===== src/rtl/uart_pattern_tx.sv =====
// UART test-pattern transmitter: generates increment/decrement/LFSR/constant
// bytes, sends them as 8N1 or 8N2 and leaves an idle gap between frames.
module uart_pattern_tx #(
  parameter int         BAUD       = 115200,
  parameter int         F          = 50000000,
  parameter int         GAP_CYCLES = 1000,
  parameter int         STOP_BITS  = 1,
  parameter logic [7:0] LFSR_SEED  = 8'h01,
  parameter int         CNT_W      = 16
) (
  input  logic             clk,
  input  logic             rst,
  input  logic             en,
  input  logic [1:0]       mode,
  input  logic [7:0]       limit,
  input  logic [7:0]       const_byte,
  output logic             tx,
  output logic             busy,
  output logic             frame_done,
  output logic [7:0]       cur_byte,
  output logic [CNT_W-1:0] frame_cnt
);

  localparam int CPB      = F / BAUD;
  localparam int STOP_LEN = STOP_BITS * CPB;
  localparam int GAP_LAST = (GAP_CYCLES > 0) ? GAP_CYCLES - 1 : 0;
  localparam int TMAX     = (STOP_LEN > GAP_CYCLES) ? STOP_LEN : GAP_CYCLES;
  localparam int TW       = $clog2(TMAX + 1);

  typedef enum logic [2:0] {IDLE, START, DATA, STOP, GAP} state_t;

  state_t        state, state_n;
  logic [TW-1:0] timer, timer_n;
  logic [2:0]    bit_idx, bit_n;
  logic [7:0]    shift, shift_n;
  logic [7:0]    pat, lfsr;
  logic [7:0]    lfsr_src, ld_byte, ld_pat, ld_lfsr;
  logic          load;
  logic          tx_n, busy_n, done_n;

  // Byte selection and sequence advance, applied only when load is taken.
  always_comb begin
    lfsr_src = (lfsr == 8'h00) ? LFSR_SEED : lfsr;
    ld_byte  = const_byte;
    ld_pat   = pat;
    ld_lfsr  = lfsr;
    unique case (mode)
      2'd0: begin
        ld_byte = pat;
        ld_pat  = (pat >= limit) ? 8'h00 : pat + 8'h01;
      end
      2'd1: begin
        ld_byte = pat;
        ld_pat  = (pat == 8'h00 || pat > limit) ? limit : pat - 8'h01;
      end
      2'd2: begin
        ld_byte = lfsr_src;
        ld_lfsr = {lfsr_src[6:0], lfsr_src[7] ^ lfsr_src[5] ^ lfsr_src[4] ^ lfsr_src[3]};
      end
      default: ld_byte = const_byte;
    endcase
  end

  // Frame sequencer; outputs are derived from the next state so they register cleanly.
  always_comb begin
    state_n = state;
    timer_n = timer + TW'(1);
    bit_n   = bit_idx;
    shift_n = shift;
    load    = 1'b0;
    unique case (state)
      IDLE: begin
        timer_n = '0;
        if (en) begin
          load    = 1'b1;
          state_n = START;
        end
      end
      START: begin
        if (timer == TW'(CPB - 1)) begin
          timer_n = '0;
          bit_n   = 3'd0;
          state_n = DATA;
        end
      end
      DATA: begin
        if (timer == TW'(CPB - 1)) begin
          timer_n = '0;
          if (bit_idx == 3'd7) begin
            state_n = STOP;
          end else begin
            bit_n   = bit_idx + 3'd1;
            shift_n = shift >> 1;
          end
        end
      end
      STOP: begin
        if (timer == TW'(STOP_LEN - 1)) begin
          timer_n = '0;
          if (en && GAP_CYCLES > 0) begin
            state_n = GAP;
          end else if (en) begin
            load    = 1'b1;
            state_n = START;
          end else begin
            state_n = IDLE;
          end
        end
      end
      GAP: begin
        if (!en) begin
          timer_n = '0;
          state_n = IDLE;
        end else if (timer == TW'(GAP_LAST)) begin
          timer_n = '0;
          load    = 1'b1;
          state_n = START;
        end
      end
      default: begin
        timer_n = '0;
        state_n = IDLE;
      end
    endcase
    if (load) shift_n = ld_byte;

    tx_n   = 1'b1;
    if (state_n == START) tx_n = 1'b0;
    if (state_n == DATA)  tx_n = shift_n[0];
    busy_n = (state_n == START) || (state_n == DATA) || (state_n == STOP);
    done_n = (state_n == STOP) && (timer_n == TW'(STOP_LEN - 1));
  end

  // State, sequence registers and registered outputs.
  always_ff @(posedge clk) begin
    if (rst) begin
      state      <= IDLE;
      timer      <= '0;
      bit_idx    <= '0;
      shift      <= '0;
      pat        <= '0;
      lfsr       <= LFSR_SEED;
      tx         <= 1'b1;
      busy       <= 1'b0;
      frame_done <= 1'b0;
      cur_byte   <= '0;
      frame_cnt  <= '0;
    end else begin
      state      <= state_n;
      timer      <= timer_n;
      bit_idx    <= bit_n;
      shift      <= shift_n;
      tx         <= tx_n;
      busy       <= busy_n;
      frame_done <= done_n;
      if (load) begin
        pat      <= ld_pat;
        lfsr     <= ld_lfsr;
        cur_byte <= ld_byte;
      end
      if (done_n) frame_cnt <= frame_cnt + CNT_W'(1);
    end
  end

endmodule


===== config.mk =====
export PLATFORM = sky130hd
export DESIGN_NAME = uart_pattern_tx
export DESIGN_NICKNAME = d
export VERILOG_FILES = /design/src/rtl/uart_pattern_tx.sv
export SDC_FILE = /design/constraint.sdc
export NUM_CORES = 1
export LEC_CHECK = 0
export BUFFER_PORTS_ARGS = -buffer_cell sky130_fd_sc_hd__buf_2
export CORE_MARGIN = 4
export CORE_UTILIZATION = 50
export CTS_CLUSTER_DIAMETER = 150
export DETAILED_ROUTE_END_ITERATION = 12
export PLACE_DENSITY = 0.7
export SYNTH_ARGS = -nofsm -noshare
export SYNTH_HDL_FRONTEND = slang
export SYNTH_SLANG_ARGS = --single-unit

===== constraint.sdc =====
create_clock -name clk -period 2.59 [get_ports clk]
set_input_delay 0.1295 -clock clk [delete_from_list [all_inputs] [get_ports clk]]
set_output_delay 0.1295 -clock clk [all_outputs]
set_load 0.01 [all_outputs]

Word level (Yosys, flattened, before mapping)
Cells that the tools add are included.
{"block": "totals", "inputBits": 21, "n_memories": 0, "word_cells": 89, "latchBits": 0, "output_inout_bits": 27, "ramBits": 0, "reg_bits": 67, "rom_bits": 0}
{"block": "classes", "n_eq_ne": 17, "div_mod_pow": 0, "muxes": 32, "n_bitwise": 3, "order_cmp": 2, "n_reduce_logical": 18, "shifts": 0, "addsub": 5, "mul": 0}
{"cell": "8-bit 2-to-1 mux", "count": 7}
{"cell": "3-bit 2-to-1 mux", "count": 11}
{"cell": "8-bit one-hot mux with 2 select lines", "count": 2}
{"cell": "10-bit 2-to-1 mux", "count": 3}
{"cell": "10-bit by 9-bit == test with 1-bit output (second input constant)", "count": 2}
{"cell": "10-bit one-hot mux with 2 select lines", "count": 1}
{"cell": "16-bit by 1-bit adder with 16-bit output (second input constant)", "count": 1}
{"cell": "8-bit logical NOT", "count": 2}
{"cell": "3-bit one-hot mux with 5 select lines", "count": 1}
{"cell": "3-bit by 2-bit == test with 1-bit output (second input constant)", "count": 4}
{"cell": "10-bit by 1-bit adder with 10-bit output (second input constant)", "count": 1}
{"cell": "10-bit == test (second input constant)", "count": 1}
{"cell": "8-bit by 1-bit adder with 8-bit output (second input constant)", "count": 1}
{"cell": "8-bit greater-or-equal comparator", "count": 1}
{"cell": "8-bit greater-than comparator", "count": 1}
{"cell": "2-bit != test (second input constant)", "count": 4}
{"cell": "2-bit nonzero test", "count": 4}
{"cell": "8-bit by 1-bit subtractor with 8-bit output (second input constant)", "count": 1}
{"cell": "3-bit by 1-bit == test with 1-bit output (second input constant)", "count": 2}
{"cell": "3-bit == test (second input constant)", "count": 2}
{"cell": "3-bit one-hot mux with 2 select lines", "count": 1}
{"cell": "1-bit 2-to-1 mux", "count": 5}
{"cell": "2-bit AND reduction", "count": 2}
{"cell": "4-bit AND reduction", "count": 1}
{"cell": "12 further kinds", "count": 16}

Depth between registers and ports, before layout
Gate-level depths: netlist of the first run.
{"block": "logic_depth", "word_depth": 7, "depth_mapped": 10}

Least setup slack after synthesis of the first run
No wires, ideal clock.
{"block": "synth_path", "path_kind": "register to register", "start": "reg timer[0]", "end": "reg pat[6]", "t_arrival_ps": 2099, "path_stages_with_launch": 11, "required_time_ps": 2457, "n_path_buf": 2, "period_less_slack_ps": 2233, "path_slack_ps": 357, "path_cell_list": "dfxtp_1 > ha_1 > nand4_1 > o41ai_4 > nor2b_1 > buf_2 > nand2b_1 > buf_2 > a21o_1 > a22oi_1 > o22ai_1"}
{"block": "synth_between", "elab_chain_cells": 5}
{"item": "start, declared", "line": "33", "text": "logic [TW-1:0] timer, timer_n;"}
{"item": "start signal, assigned", "line": "150", "text": "timer <= timer_n;"}
{"item": "10-bit == test", "line": "114", "text": "end else if (timer == TW'(GAP_LAST)) begin"}
{"item": "1-bit 2-to-1 mux", "line": "114"}
{"item": "1-bit 2-to-1 mux", "line": "111", "text": "if (!en) begin"}
{"item": "1-bit one-hot mux with 2 select lines", "line": "71", "text": "unique case (state)"}
{"item": "2-bit AND reduction (no line)"}
{"item": "end signal, assigned", "line": "157", "text": "pat <= ld_pat;"}
{"item": "end, declared", "line": "36", "text": "logic [7:0] pat, lfsr;"}
Every way passes these cells.
A chain may end at the register's enable or synchronous reset.

Final worst setup path of the first run
{"block": "layout_path", "start": "reg timer[0]", "end": "reg pat[3]"}
The elaborated chain is that of the path after synthesis.

==> flow_summary.ini, run 1 <==
[floorplan]
start_util_pct = 52.1
die_y_um = 95.6
rows = 31
die_w_um = 95.6
core_um2 = 7370
die_area_um2 = 9140
ioPinCount = 48

[clock_network]
ctsHoldBuffers = 0
root_buffer = clkbuf_8
cts_buffer_depth = 2
clk_latency_ns = 0.35
cts.clk_slew.worst_paths_ns = 0.09
cts_tree = done
htreeDepth = 3
clock-sinks = 67
cts_buffers = 9

[placed_design]
io_buffers = 47
dpl.hpwl_um = 6360
gp_congestion = 0.869
place_inst = 597

[global_routing]
use_met3_pct = 4.89
grt_usage_pct = 19.6
use_met1_pct = 24.0
grt_use_met2_pct = 33.8
grt_pass1_vias = 3234
top_usage_layer = met2
grt_pass1_wl_um = 14300
antenna_found_initial = 0
grt_max_degree = 41
grt_remaining_overflow = 0

[critical_path]
r2r_end = pat[3]$_SDFFE_PP0P_
crit_path_max_fanout = 11
critPathKind = flop to flop
timing.rr.start = timer[0]$_SDFF_PP0_
worst-path-buf-inv = 0
cp.arrival_ns = 2.62
cpMaxStageDelayCell = or3_1
r2r_slack_ns = 0.24
cpPeakStageDelay_ns = 0.44
path_cells = ha_1, nand4_1, o41ai_4, nor2b_2, nand2b_2, or3_1, o22ai_1
startpoint_type = flop
cp.depth = 7
crit_required_ns = 2.86
cp_top_family = simple AND/OR/NAND/NOR gates
cp-end-kind = flop
rr_worst_depth = 7

[sta]
setup_viol = 0
hold_viol = 0
max_slew_margin_pct = 51.0
timing.hold.ws_ns = 0.0792
final.setup_skew_ns = 0.0153
slew_violations = 0
rsz0062_at_grt = no
min_period_ns = 2.35
fmax_ghz = 0.425
setup-tns-final_ns = 0
worst_pin_slew_ns = 0.735
period_share_pct = 90.9

[logic_synthesis]
synth_top_cells_by_count = dfxtp_1, nor2_1, nand2_1
post-synth-top-count-cell = dfxtp_1
ys_top_cells_by_area = dfxtp_1, mux2i_1, nor2_1
ys_seq_elements = 67
synth_nets = 496
netlist_area_um2 = 3840
seq_area_frac_synth_pct = 34.9
ys_async_sr_fraction_pct = 0
synth.avg_cell_area_um2 = 8.36
ys_types = 55
synth_top_area_share_pct = 34.9
synth_ff_type = dfxtp_1
synth_area_leader_cell = dfxtp_1
synth_edf_count = 0
yosys_warnings = 0
netlist_instances = 459

[power_and_ir_drop]
total_power_mw = 2.27
power-per-cell-area_nw_per_um2 = 512
ir_drop_mv = 0.312
p_leak_nw = 1.90

[finish]
area_growth_pct = 15.6
drive_gt1_share_pct = 19.8
final_cell_count_no_fill = 614
fill_cells = 685
antenna_cells = 0
nets = 547

[min_path]
min_from = limit[0]
hold_depth = 3
min_to = pat[0]$_SDFFE_PP0P_
hold_path.class = input pin to flop

[routing]
drc = 0
vias_per_cell = 5.54
vias = 3404
drt_pre_antenna_iters = 4
final_antenna_net_count = 0
drtIter0Drc = 101
wl_um = 8680
wire_per_inst_um = 14.1

[status]
status = finished, final reports clean

[job]
max_cap_violations = 0
worst register-to-register path: cells and delay by family (launching register included):
| kind | cells | cell delay (ns) |
|---|---|---|
| fa+ha+maj | 1 | 0.30 |
| compound gates | 2 | 0.47 |
| flops | 1 | 0.40 |
| simple gates | 4 | 1.11 |
what timing repair did:
item | 4_1_cts | 5_1_grt
buffers inserted | 0 | 1
gates resized for setup | 0 | 2
endpoints found under the setup margin | 0 | 9
registers in the layout, summed over array words and instances, names as in the netlist:
name,count
busy,1
shift,8
tx,1
cur_byte,8
frame_cnt,16
frame_done,1
state,3
lfsr,8
pat,8
timer,10
bit_idx,3
stage by stage:
stage               setup WS, ns  cell area (um^2)  utilization [%]
floorplan                  0.357              3840                -
global placement           0.203              4220             57.3
detailed placement         0.111              4220             57.3
CTS                        0.115              4420             60.0
global route              0.0126              4440             60.2
finish                     0.237              4440             60.2
layer usage:
layer,share of wire (%),wire (um)
met5,0,0
met4,1.6,141
met3,4.7,410
met2,49,4240
met1,45,3890
worst max path at each step:
stage / startpoint / endpoint / slack (ns)
floorplan: timer[0]$_SDFF_PP0_ / pat[6]$_SDFFE_PP0P_ / 0.36
global placement: timer[0]$_SDFF_PP0_ / pat[6]$_SDFFE_PP0P_ / 0.20
detailed placement: timer[0]$_SDFF_PP0_ / pat[3]$_SDFFE_PP0P_ / 0.11
CTS: timer[0]$_SDFF_PP0_ / pat[3]$_SDFFE_PP0P_ / 0.12
global route: timer[0]$_SDFF_PP0_ / frame_cnt[11]$_SDFFE_PP0P_ / 0.01
finish: timer[0]$_SDFF_PP0_ / pat[3]$_SDFFE_PP0P_ / 0.24
cells by family after synthesis:
group                      count (synthesis)  share of synthesized area [%]
and+or+nand+nor                          192                           25.8
AOI/OAI and AO/OA                         82                           14.4
DFF                                       67                           34.9
buffers and inverters                     41                           4.47
xor gates and xnor gates                  31                           7.07
muxes                                     30                           8.02
adders and majority gates                 16                           5.22
cell usage in the layout, fill, tap and decap left out, types with 2 or more instances in the layout:
master | synthesis | routed
or2_2 | 2 | 2
nor3_1 | 11 | 11
o211ai_1 | 7 | 7
o31ai_1 | 3 | 3
o21a_1 | 3 | 3
a221oi_1 | 3 | 3
and4_1 | 2 | 2
nor2b_1 | 4 | 3
and2_1 | 6 | 6
o21ai_1 | 2 | 2
mux2i_1 | 24 | 24
mux2_2 | 6 | 6
buf_4 | 0 | 20
xnor2_1 | 14 | 14
a21o_1 | 3 | 3
clkinv_4 | 0 | 2
a211oi_1 | 3 | 3
xor2_1 | 17 | 17
a21oi_1 | 30 | 30
dfxtp_1 | 67 | 67
nand3b_1 | 2 | 2
nor2_1 | 58 | 58
clkbuf_8 | 0 | 10
and3_1 | 10 | 10
nand3_4 | 2 | 2
nor3_2 | 2 | 2
inv_1 | 14 | 14
or3_1 | 6 | 6
nand4_1 | 14 | 14
nand3_1 | 15 | 15
o21ai_0 | 9 | 9
nor4_1 | 6 | 6
buf_2 | 8 | 47
a22oi_1 | 2 | 2
nand2b_1 | 4 | 3
o22ai_1 | 6 | 6
ha_1 | 16 | 16
nand2_1 | 41 | 41
clkinv_2 | 0 | 2
power breakdown:
part           internal, mW  switching, mW
logic                 0.132          0.177
registers              1.06         0.0179
clock network         0.471          0.418
total                  1.66          0.613
layout make-up:
| class | instances | area [um^2] | area share, % |
|---|---|---|---|
| Clock buffer | 10 | 138 | 3.10 |
| Inverter | 14 | 52.6 | 1.18 |
| Tap cell | 99 | 124 | 2.79 |
| Clock inverter | 6 | 65.1 | 1.47 |
| Sequential cell | 67 | 1340 | 30.2 |
| Timing Repair Buffer | 67 | 385 | 8.69 |
| Multi-Input combinational cell | 351 | 2330 | 52.5 |
Note: power is estimated with default switching activity, not from simulation.
==> run 2, diff against run 1 <==
Settings changed: CTS_BUF_LIST set to sky130_fd_sc_hd__clkbuf_4 sky130_fd_sc_hd__clkbuf_8 sky130_fd_sc_hd__clkbuf_16, RECOVER_POWER set to 50.
==> flow_summary.ini, run 2 (same netlist as run 1, synthesis figures left out) <==
[critical_path]
rr_worst_depth = 9
cp-end-kind = flop
r2r_slack_ns = 0.23
cpPeakStageDelay_ns = 0.40
path_cells = ha_1, nand2_1, nor3_2, o21ai_1, a211oi_2, buf_4, nand4_1, xor2_1, nor2_1
critPathKind = flop to flop
r2r_end = frame_cnt[10]$_SDFFE_PP0P_
cp.arrival_ns = 2.56
crit_path_max_fanout = 12
startpoint_type = flop
timing.rr.start = timer[0]$_SDFF_PP0_
cpMaxStageDelayCell = dfxtp_1
crit_required_ns = 2.79
startpoint = timer[0]$_SDFF_PP0_

[sta]
worst_pin_slew_ns = 0.736
hold_viol = 0
fmax_ghz = 0.423
timing.hold.ws_ns = 0.0836
setup_viol = 0
rsz0062_at_grt = no
period_share_pct = 91.3
slew_violations = 0
min_period_ns = 2.36
setup-tns-final_ns = 0
final.setup_skew_ns = 0.0148
max_slew_margin_pct = 50.9

[finish]
largest_reg_flops = 16
largestRegisters = frame_cnt x16, timer x10
final_cell_mix = dfxtp_1, nor2_1, nand2_1, a21oi_1, clkbuf_1
final_common_cell = dfxtp_1
nets = 547
drive_gt1_share_pct = 14.4
antenna_cells = 0
area_growth_pct = 14.5
top_register = frame_cnt

[global_routing]
grt_max_degree = 41
grt_usage_pct = 19.6
grt_pass1_vias = 3234
grt_pass1_wl_um = 14300
antenna_found_initial = 0
grt_remaining_overflow = 0

[clock_network]
htreeDepth = 3
cts_buffers = 9
cts.clk_slew.worst_paths_ns = 0.09
clk_latency_ns = 0.35
root_buffer = clkbuf_8
cts_tree = done
clock-sinks = 67
cts_buffer_depth = 2

[power_and_ir_drop]
power-per-cell-area_nw_per_um2 = 516
ir_drop_mv = 0.312
p_leak_nw = 1.79

[floorplan]
die_y_um = 95.6
die_area_um2 = 9140
rows = 31
start_util_pct = 52.1
ioPinCount = 48
die_w_um = 95.6
core_um2 = 7370

[status]
status = finished, final reports clean

[placed_design]
gp_congestion = 0.869
dpl.hpwl_um = 6360
io_buffers = 47

[routing]
final_antenna_net_count = 0
drc = 0
drt_pre_antenna_iters = 4
vias = 3404
drtIter0Drc = 105
wire_per_inst_um = 14.2
wl_um = 8700
vias_per_cell = 5.54

[min_path]
min_from = limit[0]
hold_depth = 3
min_to = pat[0]$_SDFFE_PP0P_
hold_path.class = input pin to flop

[job]
max_cap_violations = 0
run 2: cell types whose count changed in the layout (fill, tap and decap cells not counted):
cell	delta
clkbuf_1	+28
buf_2	-27
buf_4	-2
clkbuf_2	+1
run 2: how the worst max path moves through the flow:
stage / cells past startpoint / end / slack (ns)
floorplan: 10 / pat[6]$_SDFFE_PP0P_ / 0.36
CTS: 7 / pat[3]$_SDFFE_PP0P_ / 0.12
detailed placement: 7 / pat[3]$_SDFFE_PP0P_ / 0.11
global placement: 7 / pat[6]$_SDFFE_PP0P_ / 0.20
finish: 9 / frame_cnt[10]$_SDFFE_PP0P_ / 0.23
global route: 8 / frame_cnt[11]$_SDFFE_PP0P_ / 0.01
run 2: power by group:
part | total [mW] | switching, mW | internal (mW) | leakage, nW
logic | 0.304 | 0.177 | 0.127 | 1.14
clock network | 0.889 | 0.419 | 0.471 | 0.102
registers | 1.07 | 0.0180 | 1.06 | 0.543
total | 2.27 | 0.614 | 1.65 | 1.79
run 2: what timing repair did:
item | in CTS | in global routing
resized for setup | 0 | 2
setup endpoints to repair | 0 | 9
buffers inserted | 0 | 1
hold buffers | 0 | 0
run 2: cell type report:
cell class                      instances  area, um^2
Tap cell                               99         124
Inverter                               14        52.6
Fill cell                             705        2970
Timing Repair Buffer                   67         345
Clock buffer                           10         138
Sequential cell                        67        1340
Multi-Input combinational cell        351        2330
Clock inverter                          6        65.1
run 2: metal layers:
| metal | up-vias | track usage, % | part of all wire [%] |
|---|---|---|---|
| met4 | 0 | 6.16 | 1.4 |
| met2 | 79 | 33.8 | 49 |
| met1 | 1579 | 24.0 | 45 |
| met5 | - | 0 | 0 |
| met3 | 14 | 4.89 | 4.4 |
| li1 | 1732 | - | - |
run 2: worst max-delay path, delay by kind of cell, from the launching register on:
kind / cells / cell delay, ns
AND/OR/NAND/NOR: 4 / 0.60
buffers and inverters: 1 / 0.26
flip-flops: 1 / 0.40
AO/OA/AOI/OAI: 2 / 0.50
adder cells (fa/ha/maj): 1 / 0.30
XOR/XNOR: 1 / 0.16
run 2: metrics by stage:
stage                     cells  setup slack [ns]  utilization [%]  instance area (um^2)  power, mW
final                       614             0.226             59.7                  4400       2.27
after global routing        614            0.0126             59.7                  4400       2.37
after CTS                   613             0.115             60.0                  4420       2.30
after detailed placement    597             0.111             57.3                  4220       1.40
after global placement      597             0.203             57.3                  4220       1.40
after floorplan             459             0.357                -                  3840       1.30
==> run 3, diff against run 2 <==
Settings changed: CORE_UTILIZATION 50 to 30, PLACE_DENSITY 0.7 to unset.
==> flow_summary.ini, run 3 (same netlist as run 1, synthesis figures left out) <==
[status]
status = finished, final reports clean

[placed_design]
io_buffers = 47
gp_congestion = 0.876
dpl.hpwl_um = 7150
place_inst = 672

[global_routing]
grt_max_degree = 40
grt_remaining_overflow = 0
use_met1_pct = 16.1
use_met3_pct = 2.98
grt_pass1_vias = 3450
grt_use_met2_pct = 23.4
antenna_found_initial = 0
grt_pass1_wl_um = 16100
top_usage_layer = met2
grt_usage_pct = 13.4

[floorplan]
rows = 41
die_area_um2 = 14700
start_util_pct = 30.5
die_y_um = 121
die_w_um = 121
ioPinCount = 48
core_um2 = 12600

[power_and_ir_drop]
power-per-cell-area_nw_per_um2 = 587
p_leak_nw = 1.84
ir_drop_mv = 0.373

[finish]
area_growth_pct = 20.2
fill_cells = 1303
regArea_um2 = 1340
final_common_cell = dfxtp_1
antenna_cells = 0
nets = 548
top_register = frame_cnt
final_cell_count_no_fill = 688
largest_reg_flops = 16
final_cell_mix = dfxtp_1, nor2_1, nand2_1, a21oi_1, clkbuf_1
drive_gt1_share_pct = 14.1
post-route-util_pct = 36.7
largestRegisters = frame_cnt x16, timer x10
multi_input_area_um2 = 2330

[clock_network]
clock-sinks = 67
htreeDepth = 3
cts_buffer_depth = 2
ctsHoldBuffers = 0
clk_latency_ns = 0.33
cts_buffers = 9
cts.clk_slew.worst_paths_ns = 0.06
cts_tree = done
postCtsSetupBuffers = 0
root_buffer = clkbuf_16

[routing]
vias_per_cell = 4.97
drt_pre_antenna_iters = 5
drtIter0Drc = 120
wl_um = 9550
final_antenna_net_count = 0
wire_per_inst_um = 13.9
vias = 3416
drc = 0

[critical_path]
startpoint = timer[0]$_SDFF_PP0_
startpoint_type = flop
cp.arrival_ns = 2.61
cp-end-kind = flop
critPathKind = flop to flop
crit_path_max_fanout = 8
crit_required_ns = 2.85
timing.rr.start = timer[0]$_SDFF_PP0_

[sta]
fmax_ghz = 0.426
worst_pin_slew_ns = 0.564
min_period_ns = 2.35
slew_violations = 0
rsz0062_at_grt = no
setup-tns-final_ns = 0
final.setup_skew_ns = 0.0105
max_slew_margin_pct = 62.2
hold_viol = 0
setup_viol = 0
timing.hold.ws_ns = 0.0847
period_share_pct = 90.7

[min_path]
hold_path.class = input pin to flop
min_from = limit[0]

[job]
max_cap_violations = 0
run 3: path summary, 6_finish.rpt:
path / end / slack [ns] / depth (start not counted)
worst max-delay path: frame_cnt[15]$_SDFFE_PP0P_ / 0.24 / 8
worst min-delay path: pat[0]$_SDFFE_PP0P_ / 0.08 / 3
worst min register to register: bit_idx[1]$_SDFFE_PP0P_ / 0.46 / 2
worst max register to register: frame_cnt[15]$_SDFFE_PP0P_ / 0.24 / 8
run 3: metrics by stage:
step	instance area [um^2]	power (mW)	worst slack [ns]
global route	4610	2.82	0.00595
floorplan	3840	1.30	0.357
global placement	4330	1.40	0.276
finish	4610	2.71	0.240
detailed placement	4330	1.41	0.188
CTS	4650	2.74	0.177
run 3: layout make-up:
class / count / area share [%]
clock buffer: 9 / 4.88
sequential: 67 / 29.1
multi-input combinational: 351 / 50.5
tap: 172 / 4.66
clock inverter: 7 / 2.17
timing repair buffer: 68 / 7.62
inverter: 14 / 1.14
run 3: critical path, cell delays in order, from the launching register on:
cell	delay, ns
dfxtp_1	0.39
ha_1	0.30
nand2_1	0.18
nor3_2	0.26
o21ai_1	0.13
a211oi_2	0.35
nand3_4	0.15
or3_1	0.37
a21oi_1	0.14
run 3: report_power, final:
group / switching [mW] / total [mW] / internal, mW
clock network: 0.477 / 1.33 / 0.849
logic: 0.177 / 0.305 / 0.127
registers: 0.0208 / 1.08 / 1.06
total: 0.675 / 2.71 / 2.03
run 3: routing by layer:
metal	share of wire [%]	up-vias
li1	-	1734
met1	44	1604
met2	50	64
met3	4.7	14
met4	1.5	0
met5	0	-
run 3: repair_timing:
item                                    in CTS  in global routing
resized for setup                            0                  1
endpoints found under the setup margin       0                  8
hold endpoints to repair                     0                  0
